[config.mk]
export PLATFORM = sky130hd
export DESIGN_NAME = imm_enc
export DESIGN_NICKNAME = d
export VERILOG_FILES = /design/src/rtl/imm_pkg.sv /design/src/rtl/imm_enc_pack.sv /design/src/rtl/imm_enc.sv
export SDC_FILE = /design/constraint.sdc
export NUM_CORES = 1
export LEC_CHECK = 0
export BUFFER_PORTS_ARGS = -buffer_cell sky130_fd_sc_hd__buf_4
export CAP_MARGIN = 10
export CORE_MARGIN = 8
export CORE_UTILIZATION = 40
export CTS_BUF_LIST = sky130_fd_sc_hd__clkbuf_8
export DETAILED_ROUTE_END_ITERATION = 8
export HOLD_SLACK_MARGIN = 0.08
export PLACE_DENSITY = 0.73
export SLEW_MARGIN = 20
export SYNTH_ARGS = -nofsm -noshare
export SYNTH_HDL_FRONTEND = slang
export SYNTH_SLANG_ARGS = --single-unit
[constraint.sdc]
create_clock -name clk -period 3.6 [get_ports clk]
set_clock_uncertainty 0.2 [all_clocks]
set_input_delay 0.72 -clock clk [delete_from_list [all_inputs] [get_ports clk]]
set_output_delay 0.72 -clock clk [all_outputs]
set_load 0.03 [all_outputs]
[src/rtl/imm_pkg.sv]
// Shared constants for the RV32I immediate encoder: format codes, opcodes,
// funct3 values, the nop word, the S1 stage record and the legality check.
package imm_pkg;

  localparam logic [3:0] FMT_LW  = 4'd0;
  localparam logic [3:0] FMT_SW  = 4'd1;
  localparam logic [3:0] FMT_BEQ = 4'd2;

  localparam logic [6:0] OP_LOAD   = 7'b0000011;
  localparam logic [6:0] OP_STORE  = 7'b0100011;
  localparam logic [6:0] OP_BRANCH = 7'b1100011;

  localparam logic [2:0] F3_LW  = 3'b010;
  localparam logic [2:0] F3_SW  = 3'b010;
  localparam logic [2:0] F3_BEQ = 3'b000;

  localparam logic [31:0] NOP_INSTR = 32'h0000_0013;

  // Only imm[12:0] is needed downstream once the range check has been taken.
  typedef struct packed {
    logic [3:0]  fmt;
    logic [4:0]  rd;
    logic [4:0]  rs1;
    logic [4:0]  rs2;
    logic [12:0] imm;
    logic        err;
  } s1_t;

  function automatic logic req_illegal(input logic [3:0] fmt, input logic [31:0] imm);
    logic signed [31:0] simm;
    logic               bad;
    simm = $signed(imm);
    case (fmt)
      FMT_LW, FMT_SW: bad = (simm < -32'sd2048) || (simm > 32'sd2047);
      FMT_BEQ:        bad = (simm < -32'sd4096) || (simm > 32'sd4094) || imm[0];
      default:        bad = 1'b1;
    endcase
    return bad;
  endfunction

endpackage

[src/rtl/imm_enc_pack.sv]
// Combinational RV32I field packing of a registered S1 record; illegal
// requests collapse to the canonical nop.
module imm_enc_pack
  import imm_pkg::*;
(
  input  s1_t         s1,
  output logic [31:0] instr
);

  always_comb begin
    instr = NOP_INSTR;
    if (!s1.err) begin
      case (s1.fmt)
        FMT_LW:  instr = {s1.imm[11:0], s1.rs1, F3_LW, s1.rd, OP_LOAD};
        FMT_SW:  instr = {s1.imm[11:5], s1.rs2, s1.rs1, F3_SW, s1.imm[4:0], OP_STORE};
        FMT_BEQ: instr = {s1.imm[12], s1.imm[10:5], s1.rs2, s1.rs1, F3_BEQ,
                          s1.imm[4:1], s1.imm[11], OP_BRANCH};
        default: instr = NOP_INSTR;
      endcase
    end
  end

endmodule

[src/rtl/imm_enc.sv]
// Two-stage RV32I load/store/branch encoder with valid/ready on both sides
// and a wrapping count of completed output transfers.
module imm_enc
  import imm_pkg::*;
#(
  parameter int CNT_W = 16
) (
  input  logic             clk,
  input  logic             rst,
  input  logic             in_valid,
  output logic             in_ready,
  input  logic [3:0]       in_fmt,
  input  logic [4:0]       in_rd,
  input  logic [4:0]       in_rs1,
  input  logic [4:0]       in_rs2,
  input  logic [31:0]      in_imm,
  output logic             out_valid,
  input  logic             out_ready,
  output logic [31:0]      out_instr,
  output logic             out_err,
  output logic [CNT_W-1:0] enc_cnt
);

  // Handshake: a transfer happens on a rising edge where valid && ready are
  // both high; valid never waits on ready, and a pending word is held stable.
  s1_t              s1_q;
  logic             s1_valid;
  logic             s2_valid;
  logic [31:0]      s2_instr;
  logic             s2_err;
  logic [CNT_W-1:0] cnt_q;
  logic [31:0]      pack_instr;
  logic             s1_adv;
  logic             s2_adv;
  logic             accept;
  logic             emit;

  assign s2_adv   = !s2_valid || out_ready;
  assign s1_adv   = !s1_valid || s2_adv;
  assign in_ready = !rst && s1_adv;
  assign accept   = in_valid && in_ready;
  assign emit     = out_valid && out_ready;

  // Outputs are forced quiet for the whole reset cycle, not just after the edge.
  assign out_valid = s2_valid && !rst;
  assign out_instr = rst ? 32'h0 : s2_instr;
  assign out_err   = s2_err && !rst;
  assign enc_cnt   = rst ? '0 : cnt_q;

  imm_enc_pack u_pack (
    .s1    (s1_q),
    .instr (pack_instr)
  );

  always_ff @(posedge clk) begin
    if (rst) begin
      s1_valid <= 1'b0;
      s1_q     <= '0;
      s2_valid <= 1'b0;
      s2_instr <= 32'h0;
      s2_err   <= 1'b0;
      cnt_q    <= '0;
    end else begin
      if (s1_adv) begin
        s1_valid <= accept;
        if (accept) begin
          s1_q <= {in_fmt, in_rd, in_rs1, in_rs2, in_imm[12:0],
                   req_illegal(in_fmt, in_imm)};
        end
      end
      if (s2_adv) begin
        s2_valid <= s1_valid;
        if (s1_valid) begin
          s2_instr <= pack_instr;
          s2_err   <= s1_q.err;
        end
      end
      if (emit) begin
        cnt_q <= cnt_q + 1'b1;
      end
    end
  end

endmodule

## After elaboration in Yosys (flattened, before gate mapping)

Index checks and enable logic that the tools add are counted.

| cells by class | value |
|---|---|
| equal/unequal tests | 4 |
| $add $sub $neg | 1 |
| reduce and logical (&&, ||, !) cells | 18 |
| $lt $le $gt $ge | 4 |
| multiplexer cells | 5 |

Operator list:

| operator | number |
|---|---|
| $pmux 32 s3 | 1 |
| $mux 32 | 2 |
| $gt 32x12->1 const B | 1 |
| $gt 32x13->1 const B | 1 |
| $lt 32x12->1 const B | 1 |
| $lt 32x13->1 const B | 1 |
| $add 16x1->16 const B | 1 |
| $mux 16 | 1 |
| $eq 4x1->1 const B | 2 |
| $eq 4x2->1 const B | 2 |
| $logic_not 4->1 | 2 |
| $logic_and 1x1->1 | 5 |
| $logic_or 1x1->1 | 5 |
| $reduce_and 2->1 | 2 |
| $logic_not 1->1 | 3 |
| $pmux 1 s2 | 1 |
| $reduce_or 2->1 | 1 |

| storage, ports and cells | value |
|---|---|
| output and inout port bits | 51 |
| bits in registers | 84 |

## Depth between registers and ports, before layout

| logic depth | value |
|---|---|
| depth in word-level cells | 6 |
| gate-level depth with buffers | 6 |
| gate-level depth less buffers | 4 |

## Hierarchy

Synthesis repeated with hierarchy kept, for this count alone.

| unflattened totals | value |
|---|---|
| cells, all modules | 527 |
| area total of the unflattened synthesis | 4028.9 um2 |

Modules (own cells, without submodules):

| module | cells each | seq. area each (um2) | times used | area an instance (um2) |
|---|---|---|---|---|
| imm_enc | 453 | 1681.6 | 1 | 3520.9 |
| imm_enc_pack | 74 | 0.0 | 1 | 508.0 |

## Least setup slack after synthesis

OpenSTA, ideal clock, no wires.

| path | value |
|---|---|
| path type | input -> output |
| start point | input rst |
| end point | output in_ready |
| stages on the path | 4 |
| setup slack | 0.859 ns |
| data required time | 2.680 ns |
| data arrival time | 1.821 ns |
| path through | clkbuf_1 -> clkbuf_1 -> buf_1 -> a21oi_1 |

| between the ends | value |
|---|---|
| word-level cells in the longest chain between the ends | 2 |

RTL lines:

| item | line | source |
|---|---|---|
| from (decl) | imm_enc.sv:9 | `input logic rst,` |
| $logic_not 1->1 | imm_enc.sv:40 | `assign in_ready = !rst && s1_adv;` |
| $logic_and 1x1->1 | imm_enc.sv:40 |  |
| to (decl) | imm_enc.sv:11 | `output logic in_ready,` |

Every way passes these cells.

## Final worst setup path

| path | value |
|---|---|
| start point | input rst |
| end point | output enc_cnt[9] |

| between the ends | value |
|---|---|
| word-level cells in the longest chain between the ends | 1 |

RTL lines:

| item | line | source |
|---|---|---|
| $mux 16 | imm_enc.sv:48 | `assign enc_cnt = rst ? '0 : cnt_q;` |
| to (decl) | imm_enc.sv:21 | `output logic [CNT_W-1:0] enc_cnt` |

Every way passes these cells.

==> impl_metrics.prom <==
# TYPE chip_impl_metric gauge
chip_impl_info{name="outcome",value="completed"} 1
chip_impl_metric{name="floorplan.rows",unit=""} 34
chip_impl_metric{name="yosys_warnings",unit=""} 0
chip_impl_metric{name="detail-route-antenna-nets",unit=""} 0
chip_impl_metric{name="critical_path_buf_inv_count",unit=""} 3
chip_impl_metric{name="port_buffers",unit=""} 101
chip_impl_metric{name="finalCritPeriodShare",unit="%"} 73.2
chip_impl_info{name="setup.worst_path.class",value="input pin to primary output"} 1
chip_impl_metric{name="floorplan.die.width",unit="um"} 109
chip_impl_metric{name="ir_drop_worst_case_vdd",unit="uV"} 186
chip_impl_metric{name="fin_cells",unit=""} 609
chip_impl_metric{name="clock_power_share",unit="%"} 35.4
chip_impl_info{name="worstSetupEndpointType",value="primary output"} 1
chip_impl_metric{name="grt_first_pass_wirelength",unit="mm"} 13.6
chip_impl_metric{name="wl_met3",unit="um"} 484
chip_impl_metric{name="gp_routability_congestion",unit=""} 0.737
chip_impl_info{name="maxUsedRoutingLayer",value="met4"} 1
chip_impl_metric{name="dp_hpwl",unit="mm"} 6.34
chip_impl_metric{name="ctsHoldBuffers",unit=""} 0
chip_impl_metric{name="worstPathArrival",unit="ns"} 1.71
chip_impl_info{name="reg2reg_from",value="s1_valid"} 1
chip_impl_info{name="clock_tree_from_tritoncts",value="done"} 1
chip_impl_metric{name="hold-path-cell-count",unit=""} 2
chip_impl_metric{name="route.final.wire_length",unit="mm"} 8.43
chip_impl_info{name="crit_path_frequent_cell",value="buf_4"} 1
chip_impl_metric{name="sw_frac_of_total",unit="%"} 24.6
chip_impl_info{name="regToRegEndpoint",value="s1_q[18]"} 1
chip_impl_metric{name="post_synth_inst_count",unit=""} 408
chip_impl_metric{name="fmaxAchievable",unit="MHz"} 380
chip_impl_metric{name="ctsResizeCount",unit=""} 0
chip_impl_metric{name="initialDrtViolationCount",unit=""} 121
chip_impl_metric{name="setup_viol_count_final",unit=""} 0
chip_impl_info{name="cp_top_family",value="buffers and inverters"} 1
chip_impl_metric{name="avgViaCountPerCell",unit=""} 4.98
chip_impl_metric{name="report.final.slew_viol_count",unit=""} 0
chip_impl_metric{name="dp_cells",unit=""} 593
chip_impl_metric{name="detail_route.first_pass.iterations",unit=""} 5
chip_impl_metric{name="grt_max_degree",unit=""} 46
chip_impl_metric{name="synth_area",unit="um^2"} 3430
chip_impl_info{name="hold_path.startpoint",value="s1_q[31]"} 1
chip_impl_metric{name="combinationalPowerShare",unit="%"} 11.0
chip_impl_metric{name="synth-edff-count",unit=""} 0
chip_impl_info{name="worst_path_max_delay_cell",value="buf_4"} 1
chip_impl_metric{name="worstRegToRegCells",unit=""} 4
chip_impl_info{name="timing.hold.worst_endpoint",value="s1_q[31]"} 1
chip_impl_metric{name="rrSetupSlack",unit="ns"} 1.33
chip_impl_metric{name="drive_gt1_share",unit="%"} 25.7
chip_impl_metric{name="clkSinkCount",unit=""} 79
chip_impl_metric{name="timing.critical_path.slowest_cell_delay",unit="ns"} 0.36
chip_impl_metric{name="ios",unit=""} 106
chip_impl_metric{name="setup_total_negative_slack",unit="ns"} 0
chip_impl_metric{name="seqPwrFrac",unit="%"} 53.6
chip_impl_metric{name="timing.critical_path.fanout_max",unit=""} 45
chip_impl_metric{name="grt_use_total",unit="%"} 14.1
chip_impl_metric{name="sequential_to_total_area_share_from_yosys_stat",unit="%"} 46.1
chip_impl_metric{name="cts_buffers",unit=""} 9
chip_impl_metric{name="postCtsSetupBuffers",unit=""} 0
chip_impl_info{name="cts_root_buffer",value="clkbuf_8"} 1
chip_impl_metric{name="initial_utilization",unit="%"} 40.4
chip_impl_metric{name="power_switching",unit="W"} 0.000431
chip_impl_info{name="timing.critical_path.cells",value="buf_4 -> buf_4 -> nor2b_1 -> buf_4"} 1
chip_impl_metric{name="proportion_of_register_bits_with_asynchronous_set_or_reset_after_synthesis",unit="%"} 0
chip_impl_metric{name="sequential_cell_area",unit="um^2"} 1580
chip_impl_metric{name="drc",unit=""} 0
chip_impl_metric{name="ys_seq_elements",unit=""} 79
chip_impl_info{name="worstSetupStartpointType",value="input pin"} 1
chip_impl_metric{name="routedLengthMet1",unit="mm"} 3.66
chip_impl_metric{name="grt_antenna_before_repair",unit=""} 0
chip_impl_metric{name="min_period",unit="ns"} 2.63
chip_impl_metric{name="path_clk_slew",unit="ns"} 0.07
chip_impl_metric{name="max_cap_viol_count",unit=""} 0
chip_impl_info{name="dominantRegCellSynth",value="dfxtp_1"} 1
chip_impl_metric{name="num-nets-final",unit=""} 552
chip_impl_metric{name="overall_via_count_from_detail_route",unit=""} 3032
chip_impl_info{name="critPathLaunch",value="rst"} 1
chip_impl_metric{name="antenna_cells",unit=""} 0
chip_impl_metric{name="multiInputGateArea",unit="um^2"} 1680
chip_impl_metric{name="clock_path_buffers",unit=""} 2
chip_impl_metric{name="total_overflow_reported_by_the_global_router",unit=""} 0
chip_impl_metric{name="finalPower",unit="W"} 0.00175
chip_impl_metric{name="hold_violations_final",unit=""} 0
chip_impl_metric{name="maxSlewHeadroom",unit="%"} 37.7
chip_impl_metric{name="grt_pass1_vias",unit=""} 2966
chip_impl_metric{name="avgSynthCellArea",unit="um^2"} 8.41
chip_impl_info{name="grt_setup_unrepaired",value="false"} 1
chip_impl_metric{name="power_density",unit="nW/um^2"} 397
chip_impl_metric{name="worstSkewPairLatency",unit="ns"} 0.33
chip_impl_metric{name="final.fill_count",unit=""} 834
chip_impl_info{name="yosys-top-cells-area",value="dfxtp_1 46%, nor2b_1 8.0%, nand2_1 7.8%"} 1
chip_impl_metric{name="crit_required",unit="ns"} 2.68
chip_impl_metric{name="intPower",unit="W"} 0.00132
chip_impl_metric{name="yosys.area.top_type_share",unit="%"} 46.1
chip_impl_metric{name="floorplan.core_area",unit="um^2"} 8510
chip_impl_info{name="synth_largest_area_cell",value="dfxtp_1"} 1
chip_impl_metric{name="synthesis_to_layout_area_growth",unit="%"} 28.5
chip_impl_metric{name="fp.dieH",unit="um"} 109
chip_impl_metric{name="power_leakage",unit="nW"} 1.81
chip_impl_metric{name="wirelength_per_cell",unit="um"} 13.8
chip_impl_metric{name="worst_pin_slew",unit="ns"} 0.932
chip_impl_metric{name="cts_htree_levels",unit=""} 3
chip_impl_info{name="worstHoldPathType",value="register to register"} 1
chip_impl_metric{name="wl_met2",unit="mm"} 4.21
chip_impl_metric{name="fp.dieArea",unit="um^2"} 11800
chip_impl_metric{name="ys_types",unit=""} 42
worst max path at each step:
stage,to,slack (ns),cells past startpoint
after global placement,cnt_q[15],0.96,5
after global routing,out_instr[25],0.85,4
final,enc_cnt[9],0.97,4
after floorplan,in_ready,0.86,4
after CTS,out_instr[29],0.96,4
after detailed placement,s1_q[18],0.90,5
cell families (layout without fill, tap and decap cells):
| kind of cell | after synthesis | after routing | synth area share, % |
|---|---|---|---|
| and+or+nand+nor | 196 | 196 | 28.6 |
| DFF | 79 | 79 | 46.1 |
| AOI/OAI and AO/OA | 78 | 78 | 15.3 |
| buffers and inverters | 38 | 128 | 5.32 |
| xor gates and xnor gates | 10 | 10 | 2.55 |
| muxes | 5 | 5 | 1.60 |
| adders and majority gates | 1 | 1 | 0.364 |
| other | 1 | 4 | 0.109 |
worst register-to-register path, stage by stage (launching register included):
cell	delay [ns]
dfxtp_1	0.36
inv_1	0.28
o211a_1	0.74
buf_4	0.42
o21ai_0	0.15
Yosys cell counts, types with 3 or more instances:
cell type	number
a22oi_1	7
nand4_1	11
nor4_1	6
xor2_1	9
inv_1	5
nor2b_1	44
buf_1	6
buf_2	5
nor3_1	5
nand2_1	71
a222oi_1	9
buf_4	5
dfxtp_1	79
nor2_1	37
o21ai_0	36
o31ai_1	3
a21oi_1	10
a22o_1	7
nand3_1	10
clkbuf_1	14
mux2_2	4
state kept, by name, indices dropped and copies added (netlist names):
name      cells
cnt_q        16
s1_q         33
s2_err        1
s2_instr     27
s2_valid      1
s1_valid      1
layout make-up:
cell class	instances	area share, %
clock buffer	13	4.06
clock inverter	3	0.369
inverter	6	0.511
multi-input combinational	294	38.1
sequential	79	35.9
tap	108	3.06
timing repair buffer	106	18.0
layout by cell type, fill, tap and decap left out, drive strengths merged, types with 2 or more instances in the layout:
master,netlist,final
xor2,9,9
conb,1,4
nor3,5,5
clkinv,1,2
nor2,37,37
buf,18,106
a222oi,9,9
a22o,7,7
nand3,10,10
nand3b,2,2
o21ai,36,36
or3,3,3
nand4,11,11
a22oi,7,7
mux2,4,4
nor4,7,7
inv,5,6
and2,2,2
a21oi,10,10
nand2,71,71
o31ai,3,3
clkbuf,14,13
dfxtp,79,79
nor2b,44,44
power groups by stage:
stage / Combinational, W / Clock (W) / Sequential [W]
6_report: 0.000193 / 0.000620 / 0.000937
5_1_grt: 0.000213 / 0.000675 / 0.000942
4_1_cts: 0.000195 / 0.000637 / 0.000937
3_5_place_dp: 0.000194 / 0 / 0.000958
3_3_place_gp: 0.000189 / 0 / 0.000956
2_1_floorplan: 0.000127 / 0 / 0.000946
layer usage:
layer,vias to the layer above,global-route usage [%]
met3,6,4.14
met4,0,4.59
li1,1568,-
met5,-,0
met2,70,24.2
met1,1388,16.5
per-stage QoR:
stage / hold slack, ns / setup WS [ns] / util [%] / cell area (um^2)
finish: 0.262 / 0.966 / 51.8 / 4410
global route: 0.285 / 0.852 / 51.8 / 4410
CTS: 0.267 / 0.959 / 51.8 / 4410
detailed placement: 0.254 / 0.901 / 49.5 / 4220
global placement: 0.237 / 0.961 / 49.5 / 4220
floorplan: 0.227 / 0.859 / - / 3440
(Power assumes the default switching activity.)
